`src/rtl/alu_arbiter_pkg.sv`:
```
// alu_arbiter_pkg: shared widths, FSM encoding and ALU op codes for the ALU arbiter.
package alu_arbiter_pkg;
    localparam int DATA_W  = 16;
    localparam int SEL_W   = 3;
    localparam int SHAMT_W = 4;

    typedef enum logic [1:0] {
        IDLE = 2'd0,
        EXEC = 2'd1,
        RESP = 2'd2
    } state_t;

    localparam logic [SEL_W-1:0] OP_ADD  = 3'd0;
    localparam logic [SEL_W-1:0] OP_SUB  = 3'd1;
    localparam logic [SEL_W-1:0] OP_AND  = 3'd2;
    localparam logic [SEL_W-1:0] OP_OR   = 3'd3;
    localparam logic [SEL_W-1:0] OP_XOR  = 3'd4;
    localparam logic [SEL_W-1:0] OP_NOR  = 3'd5;
    localparam logic [SEL_W-1:0] OP_NAND = 3'd6;
    localparam logic [SEL_W-1:0] OP_LSL  = 3'd7;
endpackage

```
`src/rtl/alu_arbiter_rr_arb2.sv`:
```
// rr_arb2: combinational two-input round-robin grant.
// The caller stores last_grant; on contention the other port wins.
module rr_arb2 (
    input  logic [1:0] req,
    input  logic       last_grant,
    output logic       grant,
    output logic       grant_valid
);
    assign grant_valid = |req;
    assign grant       = (req == 2'b11) ? ~last_grant : req[1];
endmodule

```
`src/rtl/alu_arbiter.sv`:
```
// alu_arbiter: shares one single-cycle ALU between two valid/ready requesters,
// one operation in flight, round-robin on contention.
module alu_arbiter #(
    parameter int DATA_W  = alu_arbiter_pkg::DATA_W,
    parameter int SEL_W   = alu_arbiter_pkg::SEL_W,
    parameter int SHAMT_W = alu_arbiter_pkg::SHAMT_W
) (
    input  logic               clk,
    input  logic               rst_n,
    input  logic               req_valid_0,
    input  logic               req_valid_1,
    output logic               req_ready_0,
    output logic               req_ready_1,
    input  logic [DATA_W-1:0]  req_a_0,
    input  logic [DATA_W-1:0]  req_a_1,
    input  logic [DATA_W-1:0]  req_b_0,
    input  logic [DATA_W-1:0]  req_b_1,
    input  logic [SEL_W-1:0]   req_sel_0,
    input  logic [SEL_W-1:0]   req_sel_1,
    input  logic [SHAMT_W-1:0] req_shamt_0,
    input  logic [SHAMT_W-1:0] req_shamt_1,
    output logic               resp_valid_0,
    output logic               resp_valid_1,
    input  logic               resp_ready_0,
    input  logic               resp_ready_1,
    output logic [DATA_W-1:0]  resp_data,
    output logic               resp_carry,
    output logic [DATA_W-1:0]  alu_a,
    output logic [DATA_W-1:0]  alu_b,
    output logic [SEL_W-1:0]   alu_sel,
    output logic [SHAMT_W-1:0] alu_shamt,
    input  logic [DATA_W-1:0]  alu_out,
    input  logic               alu_carry,
    output logic               busy
);
    import alu_arbiter_pkg::*;

    state_t state;
    logic   last_grant;
    logic   owner;
    logic   grant;
    logic   grant_valid;
    logic   accept;

    rr_arb2 u_arb (
        .req         ({req_valid_1, req_valid_0}),
        .last_grant  (last_grant),
        .grant       (grant),
        .grant_valid (grant_valid)
    );

    assign accept       = (state == IDLE) && grant_valid;
    assign req_ready_0  = accept && !grant;
    assign req_ready_1  = accept && grant;
    assign resp_valid_0 = (state == RESP) && !owner;
    assign resp_valid_1 = (state == RESP) && owner;
    assign busy         = (state != IDLE);

    // alu_* are deliberately left untouched in IDLE so the ALU inputs stay quiet.
    always_ff @(posedge clk or negedge rst_n) begin
        if (!rst_n) begin
            state      <= IDLE;
            last_grant <= 1'b1;
            owner      <= 1'b0;
            alu_a      <= '0;
            alu_b      <= '0;
            alu_sel    <= '0;
            alu_shamt  <= '0;
            resp_data  <= '0;
            resp_carry <= 1'b0;
        end else if (state == IDLE) begin
            if (grant_valid) begin
                alu_a      <= grant ? req_a_1 : req_a_0;
                alu_b      <= grant ? req_b_1 : req_b_0;
                alu_sel    <= grant ? req_sel_1 : req_sel_0;
                alu_shamt  <= grant ? req_shamt_1 : req_shamt_0;
                owner      <= grant;
                last_grant <= grant;
                state      <= EXEC;
            end
        end else if (state == EXEC) begin
            resp_data  <= alu_out;
            resp_carry <= alu_carry;
            state      <= RESP;
        end else if (state == RESP) begin
            if (owner ? resp_ready_1 : resp_ready_0)
                state <= IDLE;
        end else begin
            state <= IDLE;
        end
    end
endmodule

```
`config.mk`:
```
export PLATFORM = sky130hd
export DESIGN_NAME = alu_arbiter
export DESIGN_NICKNAME = d
export VERILOG_FILES = /design/src/rtl/alu_arbiter_pkg.sv /design/src/rtl/alu_arbiter_rr_arb2.sv /design/src/rtl/alu_arbiter.sv
export SDC_FILE = /design/constraint.sdc
export NUM_CORES = 1
export LEC_CHECK = 0
export ABC_AREA = 1
export BUFFER_PORTS_ARGS = -buffer_cell sky130_fd_sc_hd__buf_2
export CORE_ASPECT_RATIO = 1.2
export CORE_MARGIN = 2
export CORE_UTILIZATION = 44
export CTS_CLUSTER_DIAMETER = 200
export DETAILED_ROUTE_END_ITERATION = 6
export PLACE_DENSITY_LB_ADDON = 0.12
export SLEW_MARGIN = 10
export SYNTH_ARGS = -nofsm -noshare
export SYNTH_HDL_FRONTEND = slang
export SYNTH_HIERARCHICAL = 1
export SYNTH_SLANG_ARGS = --single-unit
```
`constraint.sdc`:
```
create_clock -name clk -period 1.6 [get_ports clk]
set_input_delay 0.16 -clock clk [delete_from_list [all_inputs] [get_ports clk]]
set_output_delay 0.16 -clock clk [all_outputs]
set_load 0.1 [all_outputs]
```
# Word level (Yosys, flattened, before mapping)
# Cells that the tools add are included.
[word_totals]
regBits = 60
input_bits = 101
[classes]
eq_ne = 5
mux = 11
n_bitwise = 2
n_reduce_logical = 13
[op_table]
columns = ["operator", "count"]
rows = [
  ["$mux 16", 2],
  ["$mux 2", 5],
  ["$reduce_and 2->1", 3],
  ["$logic_and 1x1->1", 5],
  ["$eq 2x2->1 const B", 2],
  ["$mux 4", 1],
  ["$ne 4x3->1 const B", 1],
  ["$mux 3", 1],
  ["$eq 2x1->1 const B", 1],
  ["$logic_not 1->1", 2],
  ["$logic_not 2->1", 1],
  ["$mux 1", 2],
  ["$ne 2x2->1 const B", 1],
  ["$not 1->1", 2],
  ["$reduce_bool 2->1", 1],
  ["$reduce_or 2->1", 1],
]

# Longest topological paths before layout
[logic_depth]
word_depth = 5
mapped_depth = 10
ltp_nobuf = 7

# Hierarchy
# The synthesis kept the hierarchy.
[by_module_without_submodules]
columns = ["mod", "n_inst", "cells_each", "area_per_inst_um2"]
rows = [
  ["alu_arbiter", 1, 392, 2842.7],
  ["rr_arb2", 1, 3, 15.0],
]

# Worst setup path before layout
# No wires, ideal clock.
[synth_path]
path_kind = "register -> output"
from = "reg last_grant"
to = "out req_ready_0"
arrival_ns = 2.125
required_time_ns = 1.440
slack_ns = -0.685
path_stages_with_launch = 5
n_path_buf = 2
cell_sequence = "dfstp_2 -> a21oi_1 -> buf_6 -> buf_2 -> nor2_1"
[synth_via]
elab_chain_len = 4
[synth_lines]
columns = ["item", "line", "rtl"]
rows = [
  ["start: declaration", "alu_arbiter.sv:39", "logic last_grant;"],
  ["start signal: assignment", "alu_arbiter.sv:78", "last_grant <= grant;"],
  ["$not 1->1", "alu_arbiter_rr_arb2.sv:10", "assign grant = (req == 2'b11) ? ~last_grant : req[1];"],
  ["$mux 1", "alu_arbiter_rr_arb2.sv:10", ""],
  ["via grant", "alu_arbiter.sv:41", "logic grant;"],
  ["$logic_not 1->1", "alu_arbiter.sv:53", "assign req_ready_0 = accept && !grant;"],
  ["$logic_and 1x1->1", "alu_arbiter.sv:53", ""],
  ["end: declaration", "alu_arbiter.sv:12", "output logic req_ready_0,"],
]
# The timed path passes the listed nets, and every way through them passes these cells.

# Worst setup path in the final report
[layout_path]
from = "reg state[0]"
to = "out resp_valid_0"
[layout_via]
elab_chain_len = 2
[layout_lines]
columns = ["item", "line", "rtl"]
rows = [
  ["start: declaration", "alu_arbiter.sv:38", "state_t state;"],
  ["start signal: assignment", "alu_arbiter.sv:62", "state <= IDLE;"],
  ["start signal: assignment", "alu_arbiter.sv:79", "state <= EXEC;"],
  ["start signal: assignment", "alu_arbiter.sv:84", "state <= RESP;"],
  ["$eq 2x2->1", "alu_arbiter.sv:55", "assign resp_valid_0 = (state == RESP) && !owner;"],
  ["$logic_and 1x1->1", "alu_arbiter.sv:55", ""],
  ["end: declaration", "alu_arbiter.sv:22", "output logic resp_valid_0,"],
]
# No other way between the ends.

==> results.toml <==
[outcome]
run_status = "completed"

[critical_path]
worst-path-max-fanout = 11
worst_setup_path_end_kind = "output pin"
reg2regPathDepth = 9
worst-endpoint-required_ns = 1.44
critical_r2r_launch = "last_grant"
setup.reg_to_reg.worst_slack_ns = 0.11
crit_arrival_ns = 1.37
crit_type = "register to output pin"
regToRegEndpoint = "alu_b[13]"
timing.critical_path.from_type = "register"

[sta]
period_minus_slack_ns = 1.53
worst_pin_slew_ns = 0.499
worst_slack_ns = 0.0676
skew_final_ns = 0.00612
achievable-frequency_mhz = 653
maxSlewViolCount = 0
timing_hold_violations_final = 0
slew_headroom_pct = 66.7
tns_ns = 0
setup_violations = 0
post-route-period-util_pct = 95.8
rsz0062_at_grt = "no"

[global_routing]
grt_pass1_wl_um = 12600
grt_start_max_net_pins = 45
grt_pass1_vias = 2795
globalRouteTotalUtil_pct = 22.3
grt-ovfl-total = 0
antenna_found_initial = 0

[synthesis]
area_of_the_mapped_netlist_um2 = 2860
netlist-cell-type-count = 14
synthesis.instances = 395
ys.warnings.count = 6
ys_ff_latch = 60
synth_nets = 496
yosysSeqAreaShare_pct = 52.6
syn-mean-instance-area_um2 = 7.23

[drt]
drt_wl_total_um = 7580
wire_per_inst_um = 11.6
dr.pass1.iters = 4
count_of_routing_violations_after_the_opening_detailed_route_iteration = 104
drt.antenna.violating_nets = 0
vias = 2988
drc_errors = 0
drt-vias-per-instance = 4.56

[min_path]
hold_path_end = "resp_data[9]"
holdPathStages = 3
worst_min_delay_path_startpoint = "alu_out[9]"
hold_class = "input pin to register"

[final_layout]
final_core_utilization_pct = 64.5
area_growth_pct = 43.7
antenna_cells_inserted = 0
fin_nets = 666
final_layout_size_suffix_gt1_share_pct = 37.2

[place]
post-place-ws_ns = 0.0412
hpwlAfterDp_um = 5450
gp_congestion = 0.803
port_buffers = 161

[floorplan]
placeableCoreArea_um2 = 6370
fp.dieH_um = 92.3
start_util_pct = 44.9
dieWidth_um = 77.6
num_rows = 32
fp.dieArea_um2 = 7160
num_io_pins = 162

[clocking]
tritoncts = "done"
cts.root.buffer_cell = "clkbuf_8"
cts_max_path_buffers = 2
ctsHtreeMaxLevel = 3
cts_buffers = 9
clock-sinks = 60
clk_pin_slew_ns = 0.07
worstSkewPairLatency_ns = 0.33

[job]
drv_cap = 0
-- critical path, stage by stage (launching register included) --
cell	delay, ns
dfrtp_2	0.44
buf_12	0.15
nor2_4	0.11
inv_2	0.07
nor2_4	0.10
buf_12	0.18
-- state kept, by name (all words and copies together), names as in the netlist --
register and cells:
resp_carry 1, state 2, owner 1, alu_a 16, alu_sel 3, alu_shamt 4
last_grant 1, alu_b 16, resp_data 16
-- worst max path at each step --
| stage | from | to | slack, ns | depth (start not counted) |
|---|---|---|---|---|
| 2_1_floorplan | last_grant | req_ready_1 | 0.05 | 5 |
| 3_3_place_gp | last_grant | alu_a[4] | 0.09 | 6 |
| 3_5_place_dp | last_grant | alu_sel[0] | 0.04 | 6 |
| 4_1_cts | state[0] | resp_valid_0 | 0.01 | 5 |
| 5_1_grt | state[0] | resp_valid_1 | 0.002 | 5 |
| 6_report | state[0] | resp_valid_0 | 0.07 | 5 |
-- cell type report --
| type | count | area, µm² |
|---|---|---|
| multi-input cells | 306 | 1240 |
| clock buffers | 11 | 141 |
| repair buffers | 180 | 1050 |
| flip-flops and latches | 60 | 1500 |
| fillers | 575 | 2260 |
| inverters | 8 | 33.8 |
| clock inverters | 5 | 27.5 |
| well taps | 85 | 106 |
-- logic make-up (layout without fill, tap and decap cells) --
| kind of cell | Yosys count | count (layout) | share of synthesized area [%] |
|---|---|---|---|
| AO/OA/AOI/OAI | 1 | 2 | 0.175 |
| buffers and inverters | 30 | 204 | 6.22 |
| flip-flops | 60 | 60 | 52.6 |
| AND/OR/NAND/NOR | 304 | 304 | 41.0 |
-- metrics by stage --
step	instance area (µm²)	hold WS [ns]	std cells
floorplan	2890	-0.136	395
global placement	3840	0.119	630
detailed placement	3840	0.121	630
CTS	4060	0.0415	652
global route	4110	0.0511	655
finish	4110	0.0601	655
-- cells in the mapped netlist --
cell type | count | area, µm²
nand2_1 | 277 | 1040
dfrtp_1 | 59 | 1480
nand3_1 | 19 | 95.1
buf_2 | 13 | 65.1
inv_1 | 6 | 22.5
buf_4 | 5 | 37.5
nor2_1 | 5 | 18.8
buf_6 | 4 | 45.0
inv_2 | 2 | 7.51
a21oi_1 | 1 | 5.00
dfstp_2 | 1 | 26.3
nand2_2 | 1 | 6.26
nor2_2 | 1 | 6.26
or2_1 | 1 | 6.26
-- metal layers --
layer	track usage [%]	part of all wire, %	vias up
met5	0	0	-
met4	6.99	1.3	0
met3	5.81	5.3	10
met2	38.3	50	103
met1	27.2	43	1349
li1	-	-	1526
-- placed cells by master, fill, tap and decap left out, types with 4 or more instances in the layout --
master    count
buf_4        15
clkinv_2      4
buf_12        7
inv_1         4
buf_2       156
nand2_1     275
nor2_4        4
dfrtp_1      58
nand3_1      18
clkbuf_8     10
-- repair_timing --
| item | 4_1_cts | 5_1_grt |
|---|---|---|
| pin swaps | 1 | 1 |
| hold buffers | 1 | 0 |
| setup buffers | 4 | 3 |
| setup endpoints to repair | 4 | 15 |
| endpoints found under the hold margin | 16 | 0 |
| gates resized for setup | 3 | 7 |
| gates cloned | 1 | 0 |
Power is left out: the tool's default activity adds up to more than one toggle a clock period on the data nets, which glitch-free logic cannot reach.
